<file path="src/rtl/mac_accumulator.sv">
// Dot-product accumulator behind a non-stallable multiplier: sums framed
// products and queues finished results in a 2-entry first-word-fall-through FIFO.
module mac_accumulator #(
   parameter int ACC_W = 72,
   parameter int CNT_W = 16,
   parameter bit SAT   = 1'b1
) (
   input  logic             clk,
   input  logic             rst_n,
   input  logic             clear,
   input  logic             prod_valid,
   input  logic [63:0]      prod,
   input  logic             prod_last,
   input  logic             res_ready,
   output logic             res_valid,
   output logic [ACC_W-1:0] res_data,
   output logic [CNT_W-1:0] res_count,
   output logic             res_ovf,
   output logic             busy,
   output logic             drop_err
);

   typedef enum logic {IDLE, ACCUM} state_t;

   state_t           state_reg, state_next;
   logic [ACC_W-1:0] acc_reg, acc_next;
   logic [CNT_W-1:0] cnt_reg, cnt_next;
   logic             ovf_reg, ovf_next;

   logic             push;
   logic [ACC_W-1:0] push_data;
   logic [CNT_W-1:0] push_cnt;
   logic             push_ovf;

   logic [ACC_W-1:0] prod_ext;
   logic [ACC_W:0]   sum;
   logic [ACC_W-1:0] acc_upd;
   logic [CNT_W-1:0] cnt_upd;
   logic             ovf_upd;

   assign prod_ext = ACC_W'(prod);
   assign sum      = {1'b0, acc_reg} + {1'b0, prod_ext};
   assign ovf_upd  = ovf_reg | sum[ACC_W];
   // Once saturated the accumulator stays pinned at all-ones until the frame ends
   assign acc_upd  = (SAT && ovf_upd) ? '1 : sum[ACC_W-1:0];
   assign cnt_upd  = (&cnt_reg) ? cnt_reg : cnt_reg + CNT_W'(1);

   always_comb begin
      state_next = state_reg;
      acc_next   = acc_reg;
      cnt_next   = cnt_reg;
      ovf_next   = ovf_reg;
      push       = 1'b0;
      push_data  = acc_upd;
      push_cnt   = cnt_upd;
      push_ovf   = ovf_upd;
      if (clear) begin
         state_next = IDLE;
         acc_next   = '0;
         cnt_next   = '0;
         ovf_next   = 1'b0;
      end else if (prod_valid) begin
         case (state_reg)
            IDLE: begin
               if (prod_last) begin
                  push      = 1'b1;
                  push_data = prod_ext;
                  push_cnt  = CNT_W'(1);
                  push_ovf  = 1'b0;
               end else begin
                  acc_next   = prod_ext;
                  cnt_next   = CNT_W'(1);
                  ovf_next   = 1'b0;
                  state_next = ACCUM;
               end
            end
            ACCUM: begin
               if (prod_last) begin
                  push       = 1'b1;
                  acc_next   = '0;
                  cnt_next   = '0;
                  ovf_next   = 1'b0;
                  state_next = IDLE;
               end else begin
                  acc_next = acc_upd;
                  cnt_next = cnt_upd;
                  ovf_next = ovf_upd;
               end
            end
            default: state_next = IDLE;
         endcase
      end
   end

   logic [ACC_W-1:0] fifo_data [2];
   logic [CNT_W-1:0] fifo_cnt  [2];
   logic [1:0]       fifo_ovf;
   logic             rd_ptr, wr_ptr;
   logic [1:0]       occ_reg;
   logic             pop, full, wr_en;

   assign res_valid = (occ_reg != 2'd0);
   assign full      = (occ_reg == 2'd2);
   assign pop       = res_valid & res_ready;
   // A full FIFO still takes a result when its head leaves in the same cycle
   assign wr_en     = push & (~full | pop);
   assign res_data  = fifo_data[rd_ptr];
   assign res_count = fifo_cnt[rd_ptr];
   assign res_ovf   = fifo_ovf[rd_ptr];
   assign busy      = (state_reg == ACCUM);

   always_ff @(posedge clk or negedge rst_n) begin
      if (!rst_n) begin
         state_reg    <= IDLE;
         acc_reg      <= '0;
         cnt_reg      <= '0;
         ovf_reg      <= 1'b0;
         fifo_data[0] <= '0;
         fifo_data[1] <= '0;
         fifo_cnt[0]  <= '0;
         fifo_cnt[1]  <= '0;
         fifo_ovf     <= '0;
         rd_ptr       <= 1'b0;
         wr_ptr       <= 1'b0;
         occ_reg      <= 2'd0;
         drop_err     <= 1'b0;
      end else begin
         state_reg <= state_next;
         acc_reg   <= acc_next;
         cnt_reg   <= cnt_next;
         ovf_reg   <= ovf_next;
         if (wr_en) begin
            fifo_data[wr_ptr] <= push_data;
            fifo_cnt[wr_ptr]  <= push_cnt;
            fifo_ovf[wr_ptr]  <= push_ovf;
            wr_ptr            <= ~wr_ptr;
         end
         if (pop) begin
            rd_ptr <= ~rd_ptr;
         end
         if (wr_en && !pop) begin
            occ_reg <= occ_reg + 2'd1;
         end else if (pop && !wr_en) begin
            occ_reg <= occ_reg - 2'd1;
         end
         if (clear) begin
            drop_err <= 1'b0;
         end else if (push && !wr_en) begin
            drop_err <= 1'b1;
         end
      end
   end

endmodule

</file>
<file path="config.mk">
export PLATFORM = sky130hd
export DESIGN_NAME = mac_accumulator
export DESIGN_NICKNAME = d
export VERILOG_FILES = /design/src/rtl/mac_accumulator.sv
export SDC_FILE = /design/constraint.sdc
export NUM_CORES = 1
export LEC_CHECK = 0
export CAP_MARGIN = 5
export CELL_PAD_IN_SITES_DETAIL_PLACEMENT = 2
export CELL_PAD_IN_SITES_GLOBAL_PLACEMENT = 2
export CORE_UTILIZATION = 39
export DETAILED_ROUTE_END_ITERATION = 6
export GPL_TIMING_DRIVEN = 0
export PLACE_DENSITY_LB_ADDON = 0.1
export SYNTH_ARGS = -nofsm -noshare
export SYNTH_HDL_FRONTEND = slang
export SYNTH_SLANG_ARGS = --single-unit
export TNS_END_PERCENT = 50
</file>
<file path="constraint.sdc">
create_clock -name clk -period 6.8 [get_ports clk]
set_input_delay 0.68 -clock clk [delete_from_list [all_inputs] [get_ports clk]]
set_output_delay 0.68 -clock clk [all_outputs]
set_load 0.02 [all_outputs]
</file>
==> run metrics <==
row count=77; Peak VDD IR=0.2638 mV; largest cells by area after synthesis=dfrtp_1 (39%), nand2_1 (8.3%), mux2_2 (7.4%), o21ai_0 (6.1%), ha_1 (4.7%); Placer Congestion=0.9148; Die Ht=around 210 microns; CTS clk-pin slew, worst paths=60 ps; FF-to-FF path depth=12; Setup TNS Final=0 ps; Largest register FFs=144; H-tree depth=2; Pwr Density=between 300 and 400 nW/um^2; number of different library cells in the post-synthesis netlist=81; Synth Flop Type=dfrtp_1; setup bufs post-CTS=0; first-pass GRT wire length=129,600 microns; # setup viols final=0; Root Driver=clkbuf_16; register bit total from synthesis=approximately 270; DRT iter0 DRCs=about 1,200; most common cell after layout, fill and taps aside=nand2_1; CTS Buf Count=35; Max Buffers Root-to-Sink=3; Worst slew margin=under 10%; RR Startpoint=acc_reg[25]; cell chain of the critical path=clkdlybuf4s50_1 -> ha_1 -> clkbuf_1 -> nand2_1 -> nor3_1 -> nand2_1 -> a211oi_1 -> o21ai_2 -> a21oi_1 -> buf_2 -> clkbuf_1 -> o21ai_0 -> o21ai_0; Hold-fix buffers, CTS=0; measured slew at the worst slew-check pin=between 1000 and 1500 ps; critical path class=in -> reg; vias per cell=6.253; crit-path max cell delay=730 ps; Critical Path RT=around 7300 ps; Final period util=77.17%; final hold violations=0; wire length per cell=between 30 and 40 microns; crit start category=input pin; initial antenna violation count=1; LEAKAGE=9.206 nW; reg-to-reg slack, setup=1790 ps; final layout net count=roughly 2,400; delay-heaviest family, CP=compound AO/OA/AOI/OAI gates; CP Max Fanout=10; Synth-to-Final Area Change=20.65%; sequential fraction of the synthesis area=38.92%; Max Slew Vio Count=0; number of flops mapped to enable cells by yosys=0; vias in the first global route=approximately 20,000; clock skew=between 20 and 25 ps; clk sinks=~270; CTS tree=built; WP data arrival=between 5000 and 6000 ps; Remaining DRCs=0; Synth Warn #=0; Design Area, Final=approximately 21,000 sq um; Die ar.=approximately 46,000 sq um; Routed WL=roughly 87,000 microns; worst hold path type=in -> async; RSZ-0062 raised after global routing=no; Reg area=6832 sq um; highest clock rate=190.6 MHz; First-pass DRT Iterations=5; area of the multi-input gates=~10,000 sq um; Worst R2R End=fifo_data[64]; Max-Cap Viols=0; Die X=214.2 microns; final-layout fill cell count=4,890; status=finished clean; GRT overflow=0; largest net degree at the start of global routing=108; CP Capture Type=flop; total track usage=a little under two fifths; Placed Area=roughly 20,000 sq um; synthesized area=about 18,000 sq um; CP bufs+invs=4; most frequent cells in the layout=nand2_1 (386), dfrtp_1 (273), o21ai_0 (213), clkdlybuf4s50_1 (160), nor2_1 (154); Critical Path Slowest Stage Cell=clkbuf_1; Ports=approximately 160; Min Clock Period, post-route=about 5200 ps; antenna-violating nets left=0; syn nets=approximately 2,200; worst-skew pair later-pin latency=~560 ps; ys async rst share=100.0%; leading area contributor after synthesis=dfrtp_1; share of cells above drive strength 1=9.526%; IO Port Bufs=161; hpwl dp=about 63,000 microns; Syn Area/Cell=between 8 and 9 sq um; Mapped Cells=between 2,000 and 2,500; post-cts repair resize count=0; CORE AREA=roughly 44,000 sq um; via count=between 15,000 and 20,000; Synth top area share=38.92%; Initial Utilization=approximately two fifths
==> worst max path at each step <==
stage          cells after the start  slack [ps]      from        endpoint
6_report                          13        1550  prod[25]   fifo_data[64]
3_5_place_dp                      13        1070  prod[24]   fifo_data[87]
2_1_floorplan                     13        3110   prod[0]  fifo_data[138]
5_1_grt                           13        1300  prod[22]   fifo_data[64]
3_3_place_gp                       1       -7460     rst_n  fifo_data[111]
4_1_cts                           13        1610  prod[25]   fifo_data[64]
==> final cells by class <==
class | instances | area share (%)
Antenna cell | 1 | 0.01182
Multi-Input combinational cell | 1617 | 47.28
Tap cell | 592 | 3.498
Clock inverter | 15 | 0.9453
Timing Repair Buffer | 164 | 7.946
Clock buffer | 46 | 4.661
Sequential cell | 273 | 32.26
Buffer | 152 | 2.830
Inverter | 32 | 0.5672
==> Yosys cell counts (16+ instances only) <==
library cell / number
nand4_1: 42
ha_1: 66
a31oi_1: 26
nor2_1: 154
o22a_1: 16
dfrtp_1: 273
a21o_1: 19
clkbuf_1: 134
nor3_1: 23
xor2_1: 21
nor2b_1: 25
a32oi_1: 21
a21oi_1: 138
nand2_1: 386
xnor2_1: 48
o31ai_1: 16
o221ai_1: 28
inv_1: 31
or3_1: 17
o21ai_0: 213
mux2_2: 115
o21bai_1: 18
nand3_1: 28
==> report_power, final <==
part | total (mW) | internal, mW | switching (mW)
Sequential | 2.33 | 2.06 | 0.268
Clock | 1.99 | 1.18 | 0.813
Combinational | 3.08 | 1.27 | 1.81
Total | 7.40 | 4.51 | 2.89
==> routing by layer <==
metal  vias to the layer above  part of all wire, %  track usage [%]  wire, microns
met1                      9505                   43            48.78          37510
met2                       544                   48            62.63          41410
met4                         0                  4.8            17.64           4142
met3                       192                  4.4            4.397           3848
met5                         -                    0                0              0
li1                       7844                    -                -              -
==> worst register-to-register path: stages (launching register included) <==
cell and delay, ps:
dfrtp_1 390, ha_1 280, clkbuf_1 390, nand2_1 190
nor3_1 490, nand2_1 140, a211oi_1 710, o21ai_2 230
a21oi_1 330, buf_2 340, clkbuf_1 730, o21ai_0 400
o21ai_0 290
==> kinds of logic (layout without fill, tap and decap cells) <==
| logic type | after synthesis | count (layout) | share of synthesized area, % |
|---|---|---|---|
| compound gates | 619 | 619 | 22.36 |
| xor+xnor | 69 | 69 | 3.443 |
| fa+ha+maj | 67 | 67 | 4.819 |
| buf+inv | 184 | 409 | 4.099 |
| flops | 273 | 273 | 38.92 |
| mux | 122 | 122 | 7.784 |
| other cells | 0 | 1 | 0 |
| simple gates | 740 | 740 | 18.58 |
==> metrics by stage <==
| step | std cells | utilization [%] | power (mW) | setup WS (ps) | hold slack (ps) |
|---|---|---|---|---|---|
| final | 2892 | 47.79 | 7.399 | 1553 | 79.42 |
| after floorplan | 2074 | - | 3.940 | 3106 | 384.4 |
| after CTS | 2891 | 47.78 | 7.391 | 1615 | 108.9 |
| after detailed placement | 2830 | 45.10 | 5.326 | 1068 | 461.8 |
| after global routing | 2891 | 47.78 | 7.660 | 1300 | 137.5 |
| after global placement | 2827 | 44.92 | 5.177 | -7456 | 445.2 |
No activity file was read; power rests on OpenSTA's default activity.
